## src/rtl/tetris_input_ctrl.sv

```systemverilog
// Button front-end for the Tetris game FSM: press/auto-repeat event generation, priority arbitration, valid/ready issue.
// Optional macro TETRIS_INPUT_OPPOSE_CANCEL_EN: holding left and right together suppresses their auto-repeat.
module tetris_input_ctrl #(
    parameter int DAS_CYCLES = 2_500_000,
    parameter int ARR_CYCLES = 500_000
) (
    input  logic       clk,
    input  logic       rst,
    input  logic [5:0] btn,
    input  logic       hold,
    output logic       cmd_valid,
    output logic [2:0] cmd_code,
    input  logic       cmd_ready,
    output logic [7:0] drop_cnt
);
    localparam int MAX_CYC = (DAS_CYCLES > ARR_CYCLES) ? DAS_CYCLES : ARR_CYCLES;
    localparam int CW = $clog2(MAX_CYC);
    localparam logic [CW-1:0] DAS_TC = CW'(DAS_CYCLES - 1);
    localparam logic [CW-1:0] ARR_TC = CW'(ARR_CYCLES - 1);

    typedef enum logic [1:0] {RPT_IDLE, RPT_DELAY, RPT_REPEAT} rpt_state_t;

    rpt_state_t    state_q [3];
    rpt_state_t    state_d [3];
    logic [CW-1:0] cnt_q [3];
    logic [CW-1:0] cnt_d [3];

    logic [5:0] btn_q;
    logic [5:0] pending_q, pending_d;
    logic [5:0] press, ev, sel_pend, xfer, lost;
    logic [2:0] rpt, start;
    logic [2:0] sel_idx, n_lost;
    logic [8:0] drop_sum;
    logic [7:0] drop_d;
    logic       sel_any, load, cancel;

    always_comb begin
        press  = btn & ~btn_q;
        start  = press[2:0];
        cancel = 1'b0;
`ifdef TETRIS_INPUT_OPPOSE_CANCEL_EN
        cancel   = btn[0] & btn[1];
        // Releasing the opposing button restarts DAS on the one still held.
        start[0] = press[0] | (btn[0] & btn_q[0] & btn_q[1] & ~btn[1]);
        start[1] = press[1] | (btn[1] & btn_q[1] & btn_q[0] & ~btn[0]);
`endif
        for (int i = 0; i < 3; i++) begin
            state_d[i] = state_q[i];
            cnt_d[i]   = cnt_q[i];
            rpt[i]     = 1'b0;
            if (!btn[i] || hold || (cancel && i < 2)) begin
                state_d[i] = RPT_IDLE;
                cnt_d[i]   = '0;
            end else begin
                case (state_q[i])
                    RPT_IDLE: begin
                        if (start[i]) begin
                            state_d[i] = RPT_DELAY;
                            cnt_d[i]   = '0;
                        end
                    end
                    RPT_DELAY: begin
                        if (cnt_q[i] == DAS_TC) begin
                            rpt[i]     = 1'b1;
                            state_d[i] = RPT_REPEAT;
                            cnt_d[i]   = '0;
                        end else begin
                            cnt_d[i] = cnt_q[i] + CW'(1);
                        end
                    end
                    RPT_REPEAT: begin
                        if (cnt_q[i] == ARR_TC) begin
                            rpt[i]   = 1'b1;
                            cnt_d[i] = '0;
                        end else begin
                            cnt_d[i] = cnt_q[i] + CW'(1);
                        end
                    end
                    default: begin
                        state_d[i] = RPT_IDLE;
                        cnt_d[i]   = '0;
                    end
                endcase
            end
        end
    end

    always_comb begin
        ev = press | {3'b000, rpt};
        if (hold) ev[4:0] = '0;
        sel_pend = hold ? {pending_q[5], 5'b00000} : pending_q;
        load     = !cmd_valid || cmd_ready;
        sel_any  = |sel_pend;
        sel_idx  = '0;
        for (int i = 0; i < 6; i++) begin
            if (sel_pend[i]) sel_idx = 3'(i);
        end
        xfer = (load && sel_any) ? (6'b000001 << sel_idx) : 6'b000000;
        // A set on the same edge as its transfer wins, so it is not a loss.
        pending_d = ev | (pending_q & ~xfer);
        if (hold) pending_d[4:0] = '0;
        lost   = ev & pending_q & ~xfer;
        n_lost = '0;
        for (int i = 0; i < 6; i++) begin
            n_lost = n_lost + 3'(lost[i]);
        end
        drop_sum = {1'b0, drop_cnt} + 9'(n_lost);
        drop_d   = drop_sum[8] ? 8'hFF : drop_sum[7:0];
    end

    always_ff @(posedge clk) begin
        if (rst) begin
            btn_q     <= '0;
            pending_q <= '0;
            drop_cnt  <= '0;
            cmd_valid <= 1'b0;
            cmd_code  <= '0;
            for (int i = 0; i < 3; i++) begin
                state_q[i] <= RPT_IDLE;
                cnt_q[i]   <= '0;
            end
        end else begin
            btn_q     <= btn;
            pending_q <= pending_d;
            drop_cnt  <= drop_d;
            for (int i = 0; i < 3; i++) begin
                state_q[i] <= state_d[i];
                cnt_q[i]   <= cnt_d[i];
            end
            if (load) begin
                cmd_valid <= sel_any;
                if (sel_any) cmd_code <= sel_idx;
            end
        end
    end
endmodule

```

## config.mk

```make
export PLATFORM = sky130hd
export DESIGN_NAME = tetris_input_ctrl
export DESIGN_NICKNAME = d
export VERILOG_FILES = /design/src/rtl/tetris_input_ctrl.sv
export SDC_FILE = /design/constraint.sdc
export NUM_CORES = 1
export LEC_CHECK = 0
export ABC_AREA = 0
export ABC_CLOCK_PERIOD_IN_PS = 10580
export CAP_MARGIN = 10
export CORE_ASPECT_RATIO = 2
export CORE_MARGIN = 1.5
export CORE_UTILIZATION = 26
export DETAILED_ROUTE_END_ITERATION = 16
export SLEW_MARGIN = 20
export SYNTH_ARGS = -nofsm -noshare
export SYNTH_HDL_FRONTEND = slang
export SYNTH_SLANG_ARGS = --single-unit
export TNS_END_PERCENT = 1
```

## constraint.sdc

```tcl
create_clock -name clk -period 10.58 [get_ports clk]
set_input_delay 1.058 -clock clk [delete_from_list [all_inputs] [get_ports clk]]
set_output_delay 1.058 -clock clk [all_outputs]
set_load 0.1 [all_outputs]
```

==> metrics.cfg, run 1 <==
[layout]
nets = 648
regArea_sq_um = 1920
final_core_util_pct = 30.3
design_area_sq_um = 5980
finalNonFillerCells = 883
multi_input_comb_area_sq_um = 3080
diodes = 0
area_growth_pct = 14.8
drive_gt1_share_pct = 7.57
fill_cells = 2147

[cts]
clockBufferDepth = 2
h-tree-depth = 3
post_cts_buffers = 0
cts_resized = 0
root_buffer = clkbuf_16
cts-buffers-inserted = 9
cts.sinks = 96
clock_insertion_delay_worst_skew_ps = 370
cts-hold-fix-buffers = 0
cts_tree = built
clk_pin_slew_ps = 70

[grt]
grt_max_degree = 29
antenna_found_initial = 0
grt_pass1_vias = 4182
grt_overflow = 0
grt_pass1_wl_mm = 20.3
grt_use_total_pct = 12.5

[placed_design]
post-place-ws_ps = 5060
place_area_sq_um = 5690
dp.cells = 867
gp_congestion = 0.797
port_buffers = 21
post-dp-hpwl_mm = 9.09

[timing]
fin_crit_sh_pct = 48.4
finalCriticalPeriod_ps = 5120
max_slew.worst_pin.slew_ps = 1010
slew_violations = 0
rsz0062_at_grt = false
maxSlewHeadroom_pct = 32.5
fmax_ghz = 0.195
setup_viol = 0
layout_setup_ws_ps = 5460
clock_skew_ps = 10.9
hold_violations = 0
setup_tns_ps = 0

[pwr]
pwr_density_cell_nw_per_um2 = 124
vdd_drop_max_mv = 0.107
leakagePower_nw = 1.81

[yosys]
yosys-top-cells-area = dfxtp_1 37%, xnor2_1 7.4%, nor2_1 4.4%
synth_top_area_cell = dfxtp_1
synth_seq_cells = 96
syn-cell-area_sq_um = 5210
synth_edf_count = 0
synthFlopType = dfxtp_1
synth.distinct_cells = 64
yosysSeqAreaShare_pct = 36.9
yosysMostFrequentCell = dfxtp_1
ys_top_cells_by_count = 96 x dfxtp_1, 61 x nor2_1, 44 x nand2_1, 44 x xnor2_1, 36 x inv_1
synth_top_cell_area_share_pct = 36.9
synth.net_count = 631
ys_warn_count = 0
synth_cells = 599
syn_avg_cell_area_sq_um = 8.69
async_flop_share_pct = 0

[setup_path]
cp_max_fo = 12
cpMaxStageDelayCell = or4_1
cp-end-kind = flip-flop
crit_chain = clkdlybuf4s50_1 -> or4_1 -> o21ai_0 -> nor3_1 -> fa_1 -> fa_1 -> fa_1 -> fa_1 -> and2_1 -> o21ai_0 -> nor2_1 -> nand4_1 -> a21oi_1
path_common_cell = fa_1
max_stage_delay_ps = 620
crit_type = in2reg
crit_required_ps = 10790
cp.arrival_ps = 5330
setup.worst_path.start_class = input port

[die]
die_area_sq_um = 20900
rows = 73
ios = 22
die_x_microns = 103
core-area_sq_um = 19700
die_y_microns = 203
initial_core_util_pct = 26.4

[drt]
drc_errors = 0
drtIter0Drc = 120
vias = 4247
wl_per_cell_microns = 13.8
antenna_left = 0
drt_wl_total_mm = 12.2
vias_per_cell = 4.81
drt_pre_antenna_iters = 4

[job]
cap_violations = 0

[min_path]
min_path_type = reg2reg

[run_status]
status = complete, no violations

[cell type report]
class,count,area share [%]
Multi-Input combinational cell,450,51.5
Sequential cell,96,32.1
Tap cell,262,5.48
Clock buffer,11,4.06
Timing Repair Buffer,23,3.89
Inverter,36,2.26
Clock inverter,5,0.669
[metrics by stage]
stage | hold WS [ps] | power, mW
after floorplan | 449 | 0.415
after global placement | 466 | 0.431
after detailed placement | 467 | 0.432
after CTS | 477 | 0.752
after global routing | 530 | 0.770
final | 478 | 0.744
[final timing paths]
path	start	to	slack, ps	cells past startpoint
worst max-delay path	hold	drop_cnt[0]	5460	13
worst min-delay path	cnt_q[0][23]	cnt_q[0][23]	480	2
worst max register to register	cnt_q[0][0]	drop_cnt[0]	5550	15
worst min register to register	cnt_q[0][23]	cnt_q[0][23]	480	2
[power breakdown]
group	switching, mW	internal [mW]	leakage (nW)	total (mW)
logic	0.0363	0.0171	0.898	0.0534
clock network	0.153	0.168	0.140	0.321
registers	0.00391	0.366	0.776	0.370
total	0.193	0.550	1.81	0.744
[cell usage in the layout (no fill, tap or decap), types with 4 or more instances in the layout]
cell	instances
a211oi_1	23
o21ai_0	10
fa_1	4
nand2_1	44
and3_1	6
xnor2_1	44
nor4_1	18
xor2_1	18
a31oi_1	8
nand2b_1	10
nand4_1	16
and2_1	7
nor2_1	61
clkdlybuf4s50_1	21
and4_1	9
inv_1	36
o211ai_1	8
nor3b_1	4
o2111ai_1	4
a21oi_1	25
nor3_1	21
ha_1	18
clkbuf_16	9
dfxtp_1	96
nand3_1	17
nor2b_1	11
nor2_2	8
[logic make-up (layout without fill, tap and decap cells)]
kind of cell,Yosys count,in the layout,synth area share (%)
and+or+nand+nor,258,258,27.1
DFF,96,96,36.9
xor gates and xnor gates,62,62,10.4
AOI/OAI and AO/OA,106,106,14.9
muxes,2,2,0.384
adders and majority gates,22,22,5.86
buffers and inverters,53,75,4.44
[sequential cells by signal, indices dropped and copies added, names as in the netlist]
register	cells
cmd_code	3
cnt_q	66
drop_cnt	8
pending_q	6
state_q	6
btn_q	6
cmd_valid	1
[routing by layer]
metal  global-route usage, %  wire [microns]
met1                    12.4            4590
met2                    23.7            6930
met3                    1.82             184
met4                    7.24             462
met5                       0               0
[worst max-delay path: cells and delay by family]
kind	cells	cell delay [ps]
fa+ha+maj	4	1870
simple gates	5	1220
buf+inv	1	600
compound gates	3	590
Note: power is estimated with default switching activity, not from simulation.
==> run 2: changes to the inputs <==
--- a/config.mk
+++ b/config.mk
@@ -6,7 +6,7 @@
 export NUM_CORES = 1
 export LEC_CHECK = 0
 export ABC_AREA = 0
-export ABC_CLOCK_PERIOD_IN_PS = 10580
+export ABC_CLOCK_PERIOD_IN_PS = 4400
 export CAP_MARGIN = 10
 export CORE_ASPECT_RATIO = 2
 export CORE_MARGIN = 1.5
==> constraint.sdc (replaced) <==
create_clock -name clk -period 4.4 [get_ports clk]
set_input_delay 0.44 -clock clk [delete_from_list [all_inputs] [get_ports clk]]
set_output_delay 0.44 -clock clk [all_outputs]
set_load 0.1 [all_outputs]
==> metrics.cfg, run 2 (synthesis gave the netlist of run 1 again) <==
[setup_path]
cp.arrival_ps = 4540
r2r_start = cnt_q[0][0]
cp-endpoint = drop_cnt[4]
r2r_end = drop_cnt[4]
max_stage_delay_ps = 480
setup.worst_path.start_class = flip-flop
crit_chain = ha_4 -> or4b_4 -> or3_4 -> a2111oi_4 -> o211ai_1 -> nor2_2 -> fa_1 -> fa_1 -> fa_2 -> fa_2 -> and2_4 -> o21ai_4 -> nor2_2 -> nand4_1 -> a21oi_1
crit_required_ps = 4640
rr_worst_depth = 15
reg2reg_setup_slack_ps = 100
startpoint = cnt_q[0][0]
cp-end-kind = flip-flop
cp_max_fo = 6
crit_type = reg2reg
cpMaxStageDelayCell = fa_1

[cts]
clk_pin_slew_ps = 70
clock_insertion_delay_worst_skew_ps = 360
cts_tree = built
clockBufferDepth = 2
cts-buffers-inserted = 9
cts-hold-fix-buffers = 0
h-tree-depth = 3
post_cts_buffers = 0
cts.sinks = 96
root_buffer = clkbuf_16

[job]
cap_violations = 0

[layout]
multi_input_comb_area_sq_um = 3140
nets = 675
fill_cells = 2144
design_area_sq_um = 6250
diodes = 0
finalNonFillerCells = 910
area_growth_pct = 20.1
final_cell_mix = 94 x dfxtp_1, 59 x nor2_1, 44 x nand2_1, 44 x xnor2_1, 36 x inv_1
largest_reg_flops = 66
reg_top3 = cnt_q: 66 flops, drop_cnt: 8 flops
top_register = cnt_q
final_common_cell = dfxtp_1
drive_gt1_share_pct = 13.0
regArea_sq_um = 1920

[grt]
grt_max_degree = 25
grt_pass1_vias = 4489
antenna_found_initial = 0
grt_use_total_pct = 13.1
grt_overflow = 0
grt_pass1_wl_mm = 21.4

[pwr]
p_int_mw = 1.37
pwr_density_cell_nw_per_um2 = 291
switching_share_pct = 24.9
combPwrFrac_pct = 7.3
p_clk_share_pct = 43.9
power_switching_uw = 453
seqPwrFrac_pct = 48.8
vdd_drop_max_mv = 0.178
leakagePower_nw = 1.95

[timing]
max_slew.worst_pin.slew_ps = 1130
slew_violations = 0
finalCriticalPeriod_ps = 4300
hold_violations = 0
fin_crit_sh_pct = 97.7
setup_viol = 0
fmax_ghz = 0.233
rsz0062_at_grt = true
maxSlewHeadroom_pct = 24.5
setup_tns_ps = 0
clock_skew_ps = 9.69

[drt]
vias = 4430
wl_per_cell_microns = 14.1
drt_pre_antenna_iters = 4
vias_per_cell = 4.87
drt_wl_total_mm = 12.8
drc_errors = 0
antenna_left = 0
drtIter0Drc = 172

[min_path]
hold_start = state_q[0][2]
min_path_type = reg2reg

[die]
core-area_sq_um = 19700
die_area_sq_um = 20900
ios = 22
initial_core_util_pct = 26.4
die_x_microns = 103
rows = 73
die_y_microns = 203

[placed_design]
place_area_sq_um = 5900
gp_congestion = 0.820
dp.cells = 894
post-dp-hpwl_mm = 9.55
port_buffers = 21

[run_status]
status = complete, no violations

run 2: changes by cell type in the layout (fill, tap and decap cells not counted), moves of 2 or more:
cell / change
dfxtp_2: +2
dfxtp_1: -2
nor2_2: +2
clkinvlp_4: +2
clkinv_4: -2
nor2_1: -2
fa_1: -2
o21ai_0: -2
fa_2: +2
buf_4: +28
run 2: timing repair:
item,in CTS,in global routing
resized for setup,4,7
setup endpoints to repair,8,8
pin swaps,4,4
gates cloned,0,0
run 2: power by group through the flow:
stage | Combinational (mW) | Clock (mW) | Sequential (mW)
after floorplan | 0.0650 | 0 | 0.933
after global placement | 0.133 | 0 | 0.908
after detailed placement | 0.134 | 0 | 0.907
after CTS | 0.134 | 0.820 | 0.887
after global routing | 0.146 | 0.854 | 0.889
final | 0.133 | 0.797 | 0.887
run 2: worst max-delay path, delay by kind of cell (launching register included):
kind | cells | cell delay [ps]
adders and majority gates | 5 | 1760
DFF | 1 | 350
AOI/OAI and AO/OA | 4 | 620
and+or+nand+nor | 6 | 1460
run 2: worst min path at each step:
| stage | end | slack (ps) | depth (start not counted) |
|---|---|---|---|
| 2_1_floorplan | cnt_q[0][23] | 450 | 2 |
| 3_3_place_gp | cnt_q[0][23] | 470 | 2 |
| 3_5_place_dp | pending_q[0] | 480 | 2 |
| 4_1_cts | pending_q[0] | 490 | 2 |
| 5_1_grt | state_q[0][0] | 520 | 2 |
| 6_report | state_q[0][2] | 500 | 2 |
run 2: final cells by class:
type,count,area share [%]
clock buffers,10,3.66
clock inverters,6,1.08
inverters,36,2.16
multi-input cells,450,50.2
flip-flops and latches,96,30.8
well taps,262,5.24
repair buffers,50,6.84
run 2: per-stage QoR:
step                      power (mW)  setup slack, ps  util (%)  hold WS, ps
after floorplan                0.998             38.5         -          449
after global placement          1.04             -127      29.9          471
after detailed placement        1.04             -181      29.9          479
after CTS                       1.84            0.278      31.5          492
after global routing            1.89             -108      31.7          523
final                           1.82              100      31.7          500
run 2: layer usage:
layer	global-route usage [%]	up-vias	wire, microns
li1	-	2224	-
met5	0	-	0
met3	2.40	21	272
met4	6.13	0	370
met1	12.8	2120	4870
met2	25.4	65	7340
==> run 3: changes to the inputs <==
--- a/config.mk
+++ b/config.mk
@@ -8,8 +8,8 @@
 export ABC_AREA = 0
 export ABC_CLOCK_PERIOD_IN_PS = 4400
 export CAP_MARGIN = 10
-export CORE_ASPECT_RATIO = 2
-export CORE_MARGIN = 1.5
+export CORE_ASPECT_RATIO = 0.7
+export CORE_MARGIN = 3
 export CORE_UTILIZATION = 26
 export DETAILED_ROUTE_END_ITERATION = 16
 export SLEW_MARGIN = 20
==> metrics.cfg, run 3 (synthesis gave the netlist of run 1 again) <==
[run_status]
status = complete, but fails checks
violations = setup timing

[placed_design]
gp_congestion = 0.811
place_area_sq_um = 5870
port_buffers = 21
post-dp-hpwl_mm = 8.42
post-place-ws_ps = -116

[grt]
grt_max_degree = 25
antenna_found_initial = 0
grt_pass1_wl_mm = 20.9
grt_overflow = 0
grt_pass1_vias = 4169
grt_use_total_pct = 11.5

[drt]
drtIter0Drc = 339
wl_per_cell_microns = 13.2
antenna_left = 0
drc_errors = 0
drt_pre_antenna_iters = 4
drt_wl_total_mm = 12.3
vias = 4414
vias_per_cell = 4.74

[job]
cap_violations = 0

[layout]
largest_reg_flops = 66
multi_input_comb_area_sq_um = 3130
regArea_sq_um = 1920
reg_top3 = cnt_q: 66 flops, drop_cnt: 8 flops
nets = 695
top_register = cnt_q
fill_cells = 2012
drive_gt1_share_pct = 15.4
final_common_cell = dfxtp_1
design_area_sq_um = 6430
diodes = 0
area_growth_pct = 23.5
final_cell_mix = 94 x dfxtp_1, 60 x nor2_1, 44 x nand2_1, 44 x xnor2_1, 38 x buf_4

[setup_path]
crit_chain = ha_4 -> or4b_4 -> or3_4 -> a2111oi_4 -> o211ai_1 -> nor2_1 -> fa_1 -> fa_1 -> fa_2 -> fa_2 -> and2_4 -> o21ai_4 -> nor2_2 -> nand4_1 -> a21oi_1
cp.arrival_ps = 4740
cpMaxStageDelayCell = fa_1
cp-end-kind = flip-flop
max_stage_delay_ps = 490
crit_family = adder cells
cp_num_buf_inv = 0
crit_type = reg2reg
crit_required_ps = 4630
cp_max_fo = 6
setup.worst_path.start_class = flip-flop

[timing]
finalCriticalPeriod_ps = 4510
max_slew.worst_pin.slew_ps = 1070
maxSlewHeadroom_pct = 28.0
rsz0062_at_grt = true
setup_viol = 9
slew_violations = 0
fmax_ghz = 0.222
hold_violations = 0
fin_crit_sh_pct = 103
layout_setup_ws_ps = -114
clock_skew_ps = 11.9

[die]
die_x_microns = 175
die_y_microns = 124
rows = 42
core-area_sq_um = 19300
ios = 22
die_area_sq_um = 21800
initial_core_util_pct = 27.0

[cts]
clock_insertion_delay_worst_skew_ps = 340
cts-buffers-inserted = 9
clk_pin_slew_ps = 70
cts-hold-fix-buffers = 0
cts_tree = built
root_buffer = clkbuf_16
cts.sinks = 96
h-tree-depth = 3
clockBufferDepth = 2

[pwr]
p_clk_share_pct = 43.1
seqPwrFrac_pct = 48.5
switching_share_pct = 24.4
leakagePower_nw = 2.05
vdd_drop_max_mv = 0.179
combPwrFrac_pct = 8.4
p_int_mw = 1.38
pwr_density_cell_nw_per_um2 = 285
power_switching_uw = 447

[min_path]
min_path_type = reg2reg

-- run 3: cell count changes in the layout (fill, tap and decap cells not counted), sizes merged --
cell,before,now
buf,29,49
clkinv,2,1
clkinvlp,2,1
inv,37,38
-- run 3: tightest hold or removal path, cell delays in order, from the launching register on --
cell	delay (ps)
dfxtp_1	330
nand2_1	60
a21oi_1	50
-- run 3: power by group through the flow --
| stage | registers [mW] | clock network (mW) | logic (mW) |
|---|---|---|---|
| 2_1_floorplan | 0.933 | 0 | 0.0650 |
| 4_1_cts | 0.887 | 0.815 | 0.148 |
| 5_1_grt | 0.888 | 0.855 | 0.167 |
| 6_report | 0.887 | 0.789 | 0.154 |
| 3_3_place_gp | 0.907 | 0 | 0.132 |
| 3_5_place_dp | 0.907 | 0 | 0.133 |
-- run 3: what timing repair did --
item                       in CTS  in global routing
pin swaps                      10                 19
gates resized for setup         5                 14
setup endpoints to repair       8                  9
setup buffers                  22                  2
-- run 3: final timing paths --
| kind | start | end | slack, ps | cells after the start |
|---|---|---|---|---|
| worst min register to register | cnt_q[0][23] | cnt_q[0][23] | 480 | 2 |
| worst min-delay path | cnt_q[0][23] | cnt_q[0][23] | 480 | 2 |
| worst max-delay path | cnt_q[0][1] | drop_cnt[1] | -110 | 15 |
| worst max register to register | cnt_q[0][1] | drop_cnt[1] | -110 | 15 |
-- run 3: routing by layer --
metal / wire length, microns / track usage (%)
met3: 464 / 2.62
met5: 0 / 0
met2: 5160 / 16.3
met1: 6570 / 17.2
met4: 119 / 3.00
-- run 3: final cells by class --
cell class                      count  share of cell area, %
Tap cell                          264                   5.14
Clock inverter                      5                   1.03
Clock buffer                       10                   3.56
Timing Repair Buffer               70                   9.63
Inverter                           36                   2.10
Multi-Input combinational cell    450                   48.6
Sequential cell                    96                   29.9
-- run 3: metrics by stage --
stage | util (%) | instances | TNS (ps) | hold slack [ps] | total power [mW]
3_5_place_dp | 30.4 | 892 | -817 | 468 | 1.04
4_1_cts | 32.9 | 929 | -38.6 | 478 | 1.85
3_3_place_gp | 30.4 | 892 | -441 | 470 | 1.04
2_1_floorplan | - | 599 | 0 | 449 | 0.998
6_report | 33.3 | 931 | -783 | 477 | 1.83
5_1_grt | 33.3 | 931 | -2510 | 511 | 1.91
